--- src/rtl/rf_write_scheduler_pkg.sv ---
// Shared types for the RF write-port scheduler.
// Register addresses, data words and the LLU holding buffer entry.
package rf_sched_pkg;
  localparam int REG_ADDR_W = 5;
  localparam int XLEN       = 32;
  localparam int NUM_REGS   = 32;
  localparam int ZERO_REG   = 0;

  typedef logic [REG_ADDR_W-1:0] reg_addr_t;
  typedef logic [XLEN-1:0]       xlen_t;

  typedef struct packed {
    logic      valid;
    reg_addr_t addr;
    xlen_t     data;
  } hold_t;

  function automatic logic is_zero(reg_addr_t a);
    return a == reg_addr_t'(ZERO_REG);
  endfunction
endpackage

--- src/rtl/rf_write_scheduler_if.sv ---
// Bundle between pipeline/LLU and the RF write scheduler.
// Forwarding fields exist only when RFSCHED_FWD_EN is defined.
interface rf_write_scheduler_if;
  import rf_sched_pkg::*;

  logic      wb_we;
  reg_addr_t wb_addr;
  xlen_t     wb_data;
  logic      issue_valid;
  reg_addr_t issue_addr;
  logic      issue_stall;
  logic      llu_valid;
  reg_addr_t llu_addr;
  xlen_t     llu_data;
  logic      llu_ready;
  reg_addr_t id_rs;
  reg_addr_t id_rt;
  logic      hazard_stall;
  logic      starve_stall;
  logic      rf_we;
  reg_addr_t rf_waddr;
  xlen_t     rf_wdata;
  logic [NUM_REGS-1:0] busy_vec;
`ifdef RFSCHED_FWD_EN
  logic      fwd_rs_en;
  logic      fwd_rt_en;
  xlen_t     fwd_data_rs;
  xlen_t     fwd_data_rt;
`endif

  modport master (
    output wb_we, wb_addr, wb_data,
    output issue_valid, issue_addr,
    output llu_valid, llu_addr, llu_data,
    output id_rs, id_rt,
`ifdef RFSCHED_FWD_EN
    input  fwd_rs_en, fwd_rt_en,
    input  fwd_data_rs, fwd_data_rt,
`endif
    input  issue_stall, llu_ready,
    input  hazard_stall, starve_stall,
    input  rf_we, rf_waddr, rf_wdata,
    input  busy_vec
  );

  modport slave (
    input  wb_we, wb_addr, wb_data,
    input  issue_valid, issue_addr,
    input  llu_valid, llu_addr, llu_data,
    input  id_rs, id_rt,
`ifdef RFSCHED_FWD_EN
    output fwd_rs_en, fwd_rt_en,
    output fwd_data_rs, fwd_data_rt,
`endif
    output issue_stall, llu_ready,
    output hazard_stall, starve_stall,
    output rf_we, rf_waddr, rf_wdata,
    output busy_vec
  );
endinterface

--- src/rtl/rf_write_scheduler_scoreboard.sv ---
// Pending-LLU-result scoreboard, one bit per register.
// r0 is never tracked; a same-cycle set beats a clear.
module rf_scoreboard
  import rf_sched_pkg::*;
(
  input  logic                clk,
  input  logic                reset,
  input  logic                set_en,
  input  reg_addr_t           set_addr,
  input  logic                clr_en,
  input  reg_addr_t           clr_addr,
  input  reg_addr_t           rd_a,
  input  reg_addr_t           rd_b,
  input  reg_addr_t           rd_c,
  output logic                hit_a,
  output logic                hit_b,
  output logic                hit_c,
  output logic [NUM_REGS-1:0] busy_vec
);
  localparam logic [NUM_REGS-1:0] ONE  = NUM_REGS'(1);
  localparam logic [NUM_REGS-1:0] KEEP = ~ONE;

  logic [NUM_REGS-1:0] set_mask;
  logic [NUM_REGS-1:0] clr_mask;

  // Decode set/clear requests into one-hot masks.
  always_comb begin
    set_mask = '0;
    clr_mask = '0;
    if (set_en) set_mask = ONE << set_addr;
    if (clr_en) clr_mask = ONE << clr_addr;
  end

  // Apply clear then set so a colliding set survives.
  always_ff @(posedge clk or posedge reset) begin
    if (reset) busy_vec <= '0;
    else busy_vec <= ((busy_vec & ~clr_mask) | set_mask) & KEEP;
  end

  assign hit_a = busy_vec[rd_a];
  assign hit_b = busy_vec[rd_b];
  assign hit_c = busy_vec[rd_c];
endmodule

--- src/rtl/rf_write_scheduler.sv ---
// Arbitrates the RF write port between WB and a long-latency unit.
// Optional operand forwarding from the buffer: RFSCHED_FWD_EN.
module rf_write_scheduler
  import rf_sched_pkg::*;
#(
  parameter int MAX_WAIT = 4,
  parameter int CNT_W    = 4
) (
  input logic              clk,
  input logic              reset,
  rf_write_scheduler_if.slave bus
);
  localparam logic [CNT_W-1:0] CNT_MAX = CNT_W'(MAX_WAIT);

  hold_t            hold;
  logic [CNT_W-1:0] cnt;
  logic             wb_eff;
  logic             drain;
  logic             accept;
  logic             set_en;
  logic             rs_hit;
  logic             rt_hit;
  logic             is_hit;

  assign wb_eff = bus.wb_we && !is_zero(bus.wb_addr);
  assign drain  = hold.valid && !wb_eff;
  assign accept = bus.llu_valid && !hold.valid;
  assign set_en = bus.issue_valid && !bus.issue_stall
               && !is_zero(bus.issue_addr);

  rf_scoreboard u_sb (
    .clk      (clk),
    .reset    (reset),
    .set_en   (set_en),
    .set_addr (bus.issue_addr),
    .clr_en   (drain),
    .clr_addr (hold.addr),
    .rd_a     (bus.id_rs),
    .rd_b     (bus.id_rt),
    .rd_c     (bus.issue_addr),
    .hit_a    (rs_hit),
    .hit_b    (rt_hit),
    .hit_c    (is_hit),
    .busy_vec (bus.busy_vec)
  );

  // Capture one LLU result; release it when a WB slot is free.
  always_ff @(posedge clk or posedge reset) begin
    if (reset) hold <= '0;
    else if (accept) hold <= '{valid: 1'b1,
                               addr: bus.llu_addr,
                               data: bus.llu_data};
    else if (drain) hold.valid <= 1'b0;
  end

  // Count cycles the buffer loses arbitration to WB.
  always_ff @(posedge clk or posedge reset) begin
    if (reset) cnt <= '0;
    else if (!hold.valid || drain) cnt <= '0;
    else if (cnt != CNT_MAX) cnt <= cnt + 1'b1;
  end

  // Write port mux, WB first, r0 writes dropped.
  always_comb begin
    bus.rf_we    = 1'b0;
    bus.rf_waddr = '0;
    bus.rf_wdata = '0;
    unique case (1'b1)
      wb_eff: begin
        bus.rf_we    = 1'b1;
        bus.rf_waddr = bus.wb_addr;
        bus.rf_wdata = bus.wb_data;
      end
      (drain && !is_zero(hold.addr)): begin
        bus.rf_we    = 1'b1;
        bus.rf_waddr = hold.addr;
        bus.rf_wdata = hold.data;
      end
      default: ;
    endcase
  end

  assign bus.llu_ready    = !hold.valid;
  assign bus.issue_stall  = bus.issue_valid && is_hit;
  assign bus.starve_stall = (cnt == CNT_MAX) && hold.valid;

`ifdef RFSCHED_FWD_EN
  // Buffered operands bypass to ID instead of stalling.
  always_comb begin
    bus.fwd_rs_en   = hold.valid && hold.addr == bus.id_rs
                   && !is_zero(bus.id_rs);
    bus.fwd_rt_en   = hold.valid && hold.addr == bus.id_rt
                   && !is_zero(bus.id_rt);
    bus.fwd_data_rs = hold.data;
    bus.fwd_data_rt = hold.data;
    bus.hazard_stall = (rs_hit && !bus.fwd_rs_en)
                    || (rt_hit && !bus.fwd_rt_en);
  end
`else
  assign bus.hazard_stall = rs_hit || rt_hit;
`endif
endmodule

--- src/flat_wrapper.sv ---
// flat-port wrapper written by rule: the top's interface ports become plain ports
module rf_write_scheduler_flat import rf_sched_pkg::*;
#(
  parameter int MAX_WAIT = 4,
  parameter int CNT_W    = 4
)
  (clk, reset, bus_wb_we, bus_wb_addr, bus_wb_data, bus_issue_valid, bus_issue_addr, bus_llu_valid, bus_llu_addr, bus_llu_data, bus_id_rs, bus_id_rt, bus_issue_stall, bus_llu_ready, bus_hazard_stall, bus_starve_stall, bus_rf_we, bus_rf_waddr, bus_rf_wdata, bus_busy_vec);
  rf_write_scheduler_if bus_i ();
  input logic clk;
  input logic reset;
  input wire logic [$bits(bus_i.wb_we)-1:0] bus_wb_we;
  input wire logic [$bits(bus_i.wb_addr)-1:0] bus_wb_addr;
  input wire logic [$bits(bus_i.wb_data)-1:0] bus_wb_data;
  input wire logic [$bits(bus_i.issue_valid)-1:0] bus_issue_valid;
  input wire logic [$bits(bus_i.issue_addr)-1:0] bus_issue_addr;
  input wire logic [$bits(bus_i.llu_valid)-1:0] bus_llu_valid;
  input wire logic [$bits(bus_i.llu_addr)-1:0] bus_llu_addr;
  input wire logic [$bits(bus_i.llu_data)-1:0] bus_llu_data;
  input wire logic [$bits(bus_i.id_rs)-1:0] bus_id_rs;
  input wire logic [$bits(bus_i.id_rt)-1:0] bus_id_rt;
  output wire logic [$bits(bus_i.issue_stall)-1:0] bus_issue_stall;
  output wire logic [$bits(bus_i.llu_ready)-1:0] bus_llu_ready;
  output wire logic [$bits(bus_i.hazard_stall)-1:0] bus_hazard_stall;
  output wire logic [$bits(bus_i.starve_stall)-1:0] bus_starve_stall;
  output wire logic [$bits(bus_i.rf_we)-1:0] bus_rf_we;
  output wire logic [$bits(bus_i.rf_waddr)-1:0] bus_rf_waddr;
  output wire logic [$bits(bus_i.rf_wdata)-1:0] bus_rf_wdata;
  output wire logic [$bits(bus_i.busy_vec)-1:0] bus_busy_vec;
  assign bus_i.wb_we = bus_wb_we;
  assign bus_i.wb_addr = bus_wb_addr;
  assign bus_i.wb_data = bus_wb_data;
  assign bus_i.issue_valid = bus_issue_valid;
  assign bus_i.issue_addr = bus_issue_addr;
  assign bus_i.llu_valid = bus_llu_valid;
  assign bus_i.llu_addr = bus_llu_addr;
  assign bus_i.llu_data = bus_llu_data;
  assign bus_i.id_rs = bus_id_rs;
  assign bus_i.id_rt = bus_id_rt;
  assign bus_issue_stall = bus_i.issue_stall;
  assign bus_llu_ready = bus_i.llu_ready;
  assign bus_hazard_stall = bus_i.hazard_stall;
  assign bus_starve_stall = bus_i.starve_stall;
  assign bus_rf_we = bus_i.rf_we;
  assign bus_rf_waddr = bus_i.rf_waddr;
  assign bus_rf_wdata = bus_i.rf_wdata;
  assign bus_busy_vec = bus_i.busy_vec;
  rf_write_scheduler #(.MAX_WAIT(MAX_WAIT), .CNT_W(CNT_W)) u_core (.clk(clk), .reset(reset), .bus(bus_i));
endmodule
--- config.mk ---
export PLATFORM = sky130hd
export DESIGN_NAME = rf_write_scheduler_flat
export DESIGN_NICKNAME = d
export VERILOG_FILES = /design/src/rtl/rf_write_scheduler_pkg.sv /design/src/rtl/rf_write_scheduler_if.sv /design/src/rtl/rf_write_scheduler_scoreboard.sv /design/src/rtl/rf_write_scheduler.sv /design/src/flat_wrapper.sv
export SDC_FILE = /design/constraint.sdc
export NUM_CORES = 1
export LEC_CHECK = 0
export BUFFER_PORTS_ARGS = -buffer_cell sky130_fd_sc_hd__buf_2
export CORE_AREA = 4 4 104 106
export CTS_CLUSTER_DIAMETER = 40
export CTS_CLUSTER_SIZE = 30
export DETAILED_ROUTE_END_ITERATION = 7
export DIE_AREA = 0 0 108 110
export GPL_TIMING_DRIVEN = 1
export PLACE_DENSITY = 0.78
export SLEW_MARGIN = 5
export SYNTH_ARGS = -nofsm -noshare
export SYNTH_HDL_FRONTEND = slang
export SYNTH_HIERARCHICAL = 1
export SYNTH_SLANG_ARGS = --single-unit
--- constraint.sdc ---
create_clock -name clk -period 2.5 [get_ports clk]
set_input_delay 0 -clock clk [delete_from_list [all_inputs] [get_ports clk]]
set_output_delay 0 -clock clk [all_outputs]
set_load 0.1 [all_outputs]
======== After elaboration in Yosys (flattened, before gate mapping) ========
Cells that the tools add are included.
W data, S select, Z words.
operators by class
  $lt $le $gt $ge ......................... 3
  $add $sub $neg .......................... 1
  reductions and logical operators ........ 22
  equal/unequal tests ..................... 2
  bitwise operators ....................... 3
  shifts and indexed selects .............. 2
  muxes and demuxes ....................... 15
operators with widths
  operator                number
  $mux W32                2
  $pmux W32 S2            1
  $shl A1 B5 Y32 const A  2
  $and A32 B32 Y32        1
  $not A32 Y32            1
  $or A32 B32 Y32         1
  $lt A5 B6 Y1 const B    3
  $bmux W1 S5             3
  $logic_not A5 Y1        3
  $pmux W5 S2             1
  $logic_and A1 B1 Y1     8
  $mux W4                 2
  $logic_not A1 Y1        6
  $mux W1                 6
  $add A4 B1 Y4 const B   1
  $eq A4 B3 Y1 const B    1
  $ne A4 B3 Y1 const B    1
  $reduce_bool A2 Y1      2
  $logic_or A1 B1 Y1      2
  $reduce_or A2 Y1        1
storage, ports and cells
  logic and storage cells ................. 53
  register bits ........................... 73
  output and inout port bits .............. 74
  input bits .............................. 94

======== Longest topological paths before layout ========
  depth after elaboration ................. 9
  depth in mapped cells ................... 10
  gate-level depth less buffers ........... 8

======== Cells and area by module ========
The synthesis kept the hierarchy.
modules (own cells, without submodules)
  module              cells each  sequential area each (µm²)  instances  area an instance (µm²)
  rf_write_scheduler  246         1051.0                      1          2610.0
  rf_scoreboard       239         775.7                       1          2228.4

======== Least setup slack after synthesis ========
No wires, ideal clock.
  path type ............................... register to output
  from .................................... register u_core/hold[37] (netlist bit)
  to ...................................... output bus_rf_wdata[11]
  path buffers ............................ 2
  data required time ...................... 2.500 ns
  path slack .............................. -0.734 ns
  arrival time ............................ 3.234 ns
  stages on the path, launching flop included .. 5
  cells stage by stage .................... dfrtp_1 -> clkbuf_1 -> clkbuf_1 -> nand2_1 -> o31ai_1
between the ends
  word-level cells in the longest chain between the ends .. 3
RTL lines
  item                      line                      RTL
  start: declaration        rf_write_scheduler.sv:15  hold_t hold;
  start signal: assignment  rf_write_scheduler.sv:50  else if (accept) hold <= '{valid: 1'b1,
  $logic_and A1 B1 Y1       rf_write_scheduler.sv:26  assign drain = hold.valid && !wb_eff;
  $logic_and A1 B1 Y1       rf_write_scheduler.sv:74  (drain && !is_zero(hold.addr)): begin
  $pmux W32 S2              rf_write_scheduler.sv:68  unique case (1'b1)
  end: declaration          flat_wrapper.sv:27        output wire logic [$bits(bus_i.rf_wdata)-1:0] bus_rf_wdata;
Every way passes these cells.

======== Final worst setup path ========
  from .................................... register u_core.u_sb.busy_vec[7]
  to ...................................... register u_core.u_sb.busy_vec[11]
between the ends
  word-level cells in the longest chain between the ends .. 8
RTL lines
  item                           line                                 RTL
  start: declaration             rf_write_scheduler_scoreboard.sv:18  output logic [NUM_REGS-1:0] busy_vec
  start signal: assignment       rf_write_scheduler_scoreboard.sv:37  else busy_vec <= ((busy_vec & ~clr_mask) | set_mask) & KEEP;
  $bmux W1 S5                    rf_write_scheduler_scoreboard.sv:42  assign hit_c = busy_vec[rd_c];
  $mux W1 (not written as such)  rf_write_scheduler_scoreboard.sv:42
  via u_core.is_hit              rf_write_scheduler.sv:23             logic is_hit;
  $logic_and A1 B1 Y1            rf_write_scheduler.sv:84             assign bus.issue_stall = bus.issue_valid && is_hit;
  $logic_not A1 Y1               rf_write_scheduler.sv:28             assign set_en = bus.issue_valid && !bus.issue_stall
  $logic_and A1 B1 Y1            rf_write_scheduler.sv:28
  $logic_and A1 B1 Y1            rf_write_scheduler.sv:29             && !is_zero(bus.issue_addr);
  via u_core.set_en              rf_write_scheduler.sv:20             logic set_en;
  $mux W32                       rf_write_scheduler_scoreboard.sv:30  if (set_en) set_mask = ONE << set_addr;
  $or A32 B32 Y32                rf_write_scheduler_scoreboard.sv:37
The timed path passes the listed nets, and every way through them passes these cells. The select of a mux whose other input is x is not followed.
A chain may end at the register's enable or synchronous reset.

==> flow_metrics.py <==
metrics = {
    "logic_synthesis": {
        "yosys-top-cells-area": "dfrtp_1 38%, mux2_2 8.6%, o21ai_0 6.7%",
        "synth_cells": 485,
        "synthSimpleGateAreaFrac": 0.133,
        "syn-mean-instance-area_um2": 9.98,
        "synth_top_family_by_area": "compound AO/OA/AOI/OAI gates",
        "syn_nets": 581,
        "synth.cell_area_um2": 4840,
        "ys_ff_latch": 73,
        "yosysSeqAreaShare": 0.378,
        "synth_warnings": 6,
        "synth_common_cells": "73 x dfrtp_1, 65 x o21ai_0, 45 x nand2_1",
        "synth_top_area_frac": 0.378,
        "synth_top_area_cell": "dfrtp_1",
        "async_reset_ff_frac": 1.00,
        "synth_most_common_cell": "dfrtp_1",
        "synth_fa_ha_area_frac": 0.00517,
        "synth-edff-count": 0,
        "synth_compound_area_frac": 0.237,
        "synth_cell_type_count": 40,
        "synth.area.mux_share": 0.190,
        "synthFlopType": "dfrtp_1",
        "synthXorXnorAreaFrac": 0.00362,
    },
    "cells_and_area": {
        "area_growth_pct": 37.4,
        "final_util": 0.680,
        "final_net_count": 774,
        "post-route-cell-area_um2": 6650,
        "antenna_cells": 0,
        "finalNonFillerCells": 816,
        "drive_gt1_frac": 0.429,
    },
    "placement": {
        "placed_cells": 762,
        "portBuffers": 166,
        "dp_hpwl_mm": 11.8,
        "dpl_cell_area_um2": 6030,
        "gp_congestion": 0.901,
    },
    "timing": {
        "drv_slew": 0,
        "max_freq_mhz": 423,
        "fin_crit_sh": 0.945,
        "final.setup.tns_ns": 0,
        "finalSetupViolCount": 0,
        "finClkSkew_ns": 0.0118,
        "rsz0062_at_grt": "false",
        "whs_ns": 0.0790,
        "finalCriticalPeriod_ns": 2.36,
        "worstMarginPinSlew_ns": 1.05,
        "relSlewSlack": 0.294,
        "hold_viol_final": 0,
    },
    "critical_path": {
        "slowest_stage": "mux4_2",
        "crit_start": "u_core/u_sb/busy_vec[7]",
        "regToRegSetupSlack_ns": 0.14,
        "worstSetupEndpointType": "flop",
        "required_ns": 2.75,
        "cp_max_fo": 5,
        "r2r_end": "u_core/u_sb/busy_vec[11]",
        "cp.depth": 8,
        "path_cells": "mux4_2 > nand2b_1 > o211ai_1 > nand4_1 > nor3b_2 > nor2b_4 > nand3_1 > o21ai_0",
        "critPathMaxStageDelay_ns": 0.46,
        "reg2reg_depth": 8,
        "critPathKind": "reg -> reg",
        "reg2reg_from": "u_core/u_sb/busy_vec[7]",
        "start_kind": "flop",
        "crit_family": "simple AND/OR/NAND/NOR gates",
        "crit_buf_inv": 0,
        "timing.critical_path.to": "u_core/u_sb/busy_vec[11]",
        "crit_arrival_ns": 2.61,
    },
    "pwr": {
        "peakVddDrop_v": 0.000808,
        "p_leak_uw": 0.00288,
        "power_density_nw_per_um2": 1010,
    },
    "detailed_routing": {
        "drcViolationCount": 0,
        "vias": 5042,
        "wl_per_cell_um": 20.5,
        "vias_per_cell": 6.18,
        "antenna_left": 0,
        "drt_first_pass_iters": 5,
        "drt-initial-drc-count": 507,
        "wl_mm": 16.7,
    },
    "die": {
        "coreArea_um2": 9770,
        "die_y_um": 110,
        "dieArea_um2": 11900,
        "start_util": 0.495,
        "row_count": 36,
        "io_pins": 168,
        "die_w_um": 108,
    },
    "min_path": {
        "hold_class": "in -> reg",
        "hold_path_depth": 3,
        "hp-start": "bus_issue_addr[3]",
    },
    "cts": {
        "cts_inserted_buffers": 9,
        "cts_setup_buffers": 0,
        "clk_pin_slew_worst_paths_ns": 0.08,
        "cts_htree_levels": 3,
        "cts_tree": "done",
        "cts.sinks": 73,
        "clockRootBuffer": "clkbuf_8",
        "cts_buffer_depth": 2,
        "clk_latency_ns": 0.35,
    },
    "global_routing": {
        "grt_pass1_vias": 5064,
        "grt_max_degree": 40,
        "grt_overflow": 0,
        "grt_antenna_before_repair": 0,
        "grt_usage": 0.283,
        "grt_pass1_wl_mm": 26.3,
    },
    "outcome": {
        "status": "finished, final reports clean",
    },
    "run": {
        "cap_viol_max_count": 0,
    },
}
-- area by class of cell --
type	instances	area, um^2
multi-input cells	367	3020
repair buffers	219	1360
clock inverters	6	90.1
inverters	8	30.0
fillers	750	3130
clock buffers	10	138
well taps	133	166
flip-flops and latches	73	1840
-- how the worst min path moves through the flow --
stage	end	slack, ns
floorplan	u_core/u_sb/busy_vec[10]	0.10
global placement	u_core/hold[33]	0.17
detailed placement	u_core/hold[33]	0.19
CTS	u_core/u_sb/busy_vec[30]	0.07
global route	u_core/u_sb/busy_vec[30]	0.07
finish	u_core/u_sb/busy_vec[30]	0.08
-- through the flow --
stage / setup slack (ns) / power, uW
floorplan: -0.734 / 4790
global placement: 0.219 / 5500
detailed placement: 0.0574 / 5560
CTS: 0.0624 / 6650
global route: 0.00354 / 6950
finish: 0.137 / 6680
-- cell usage in the layout (no fill, tap or decap), types with 16 or more instances in the layout --
master         instances
nand2b_1              16
dlygate4sd3_1         38
buf_2                166
dfrtp_1               61
nand3_1               17
mux2i_1               29
o31ai_4               26
mux2_2                37
o211ai_1              36
o21ai_0               62
nand2_1               45
-- tightest hold or removal path, delay by kind of cell --
kind / cells / cell delay [ns]
buffers and inverters: 1 / 0.17
and+or+nand+nor: 1 / 0.13
AOI/OAI and AO/OA: 1 / 0.08
-- repair_timing --
item	in CTS	in global routing
hold buffers	38	0
cloned	0	0
hold endpoints to repair	88	0
resized for setup	1	2
endpoints found under the setup margin	7	15
-- report_power, final --
part	switching (uW)	leakage, uW	internal [uW]
sequential	385	0.000867	1520
clock	462	0.000113	593
combinational	2870	0.00190	856
-- kinds of logic (layout without fill, tap and decap cells) --
kind of cell	Yosys count	after routing
AO/OA/AOI/OAI	160	160
flip-flops	73	73
multiplexers	75	75
other	1	1
AND/OR/NAND/NOR	127	127
buffers and inverters	45	243
XOR/XNOR	2	2
adder cells (fa/ha/maj)	2	2
-- sequential cells by signal (all words and copies together), names as in the netlist --
name	cells
u_core/hold	38
u_core/u_sb/busy_vec	31
u_core/cnt	4
-- routing by layer --
metal | wire, um | up-vias | global-route usage
li1 | - | 2227 | -
met1 | 6110 | 2446 | 0.341
met2 | 8580 | 321 | 0.494
met3 | 1620 | 48 | 0.0623
met4 | 425 | 0 | 0.115
met5 | 0 | - | 0
Power figures use the tool's default switching activity.
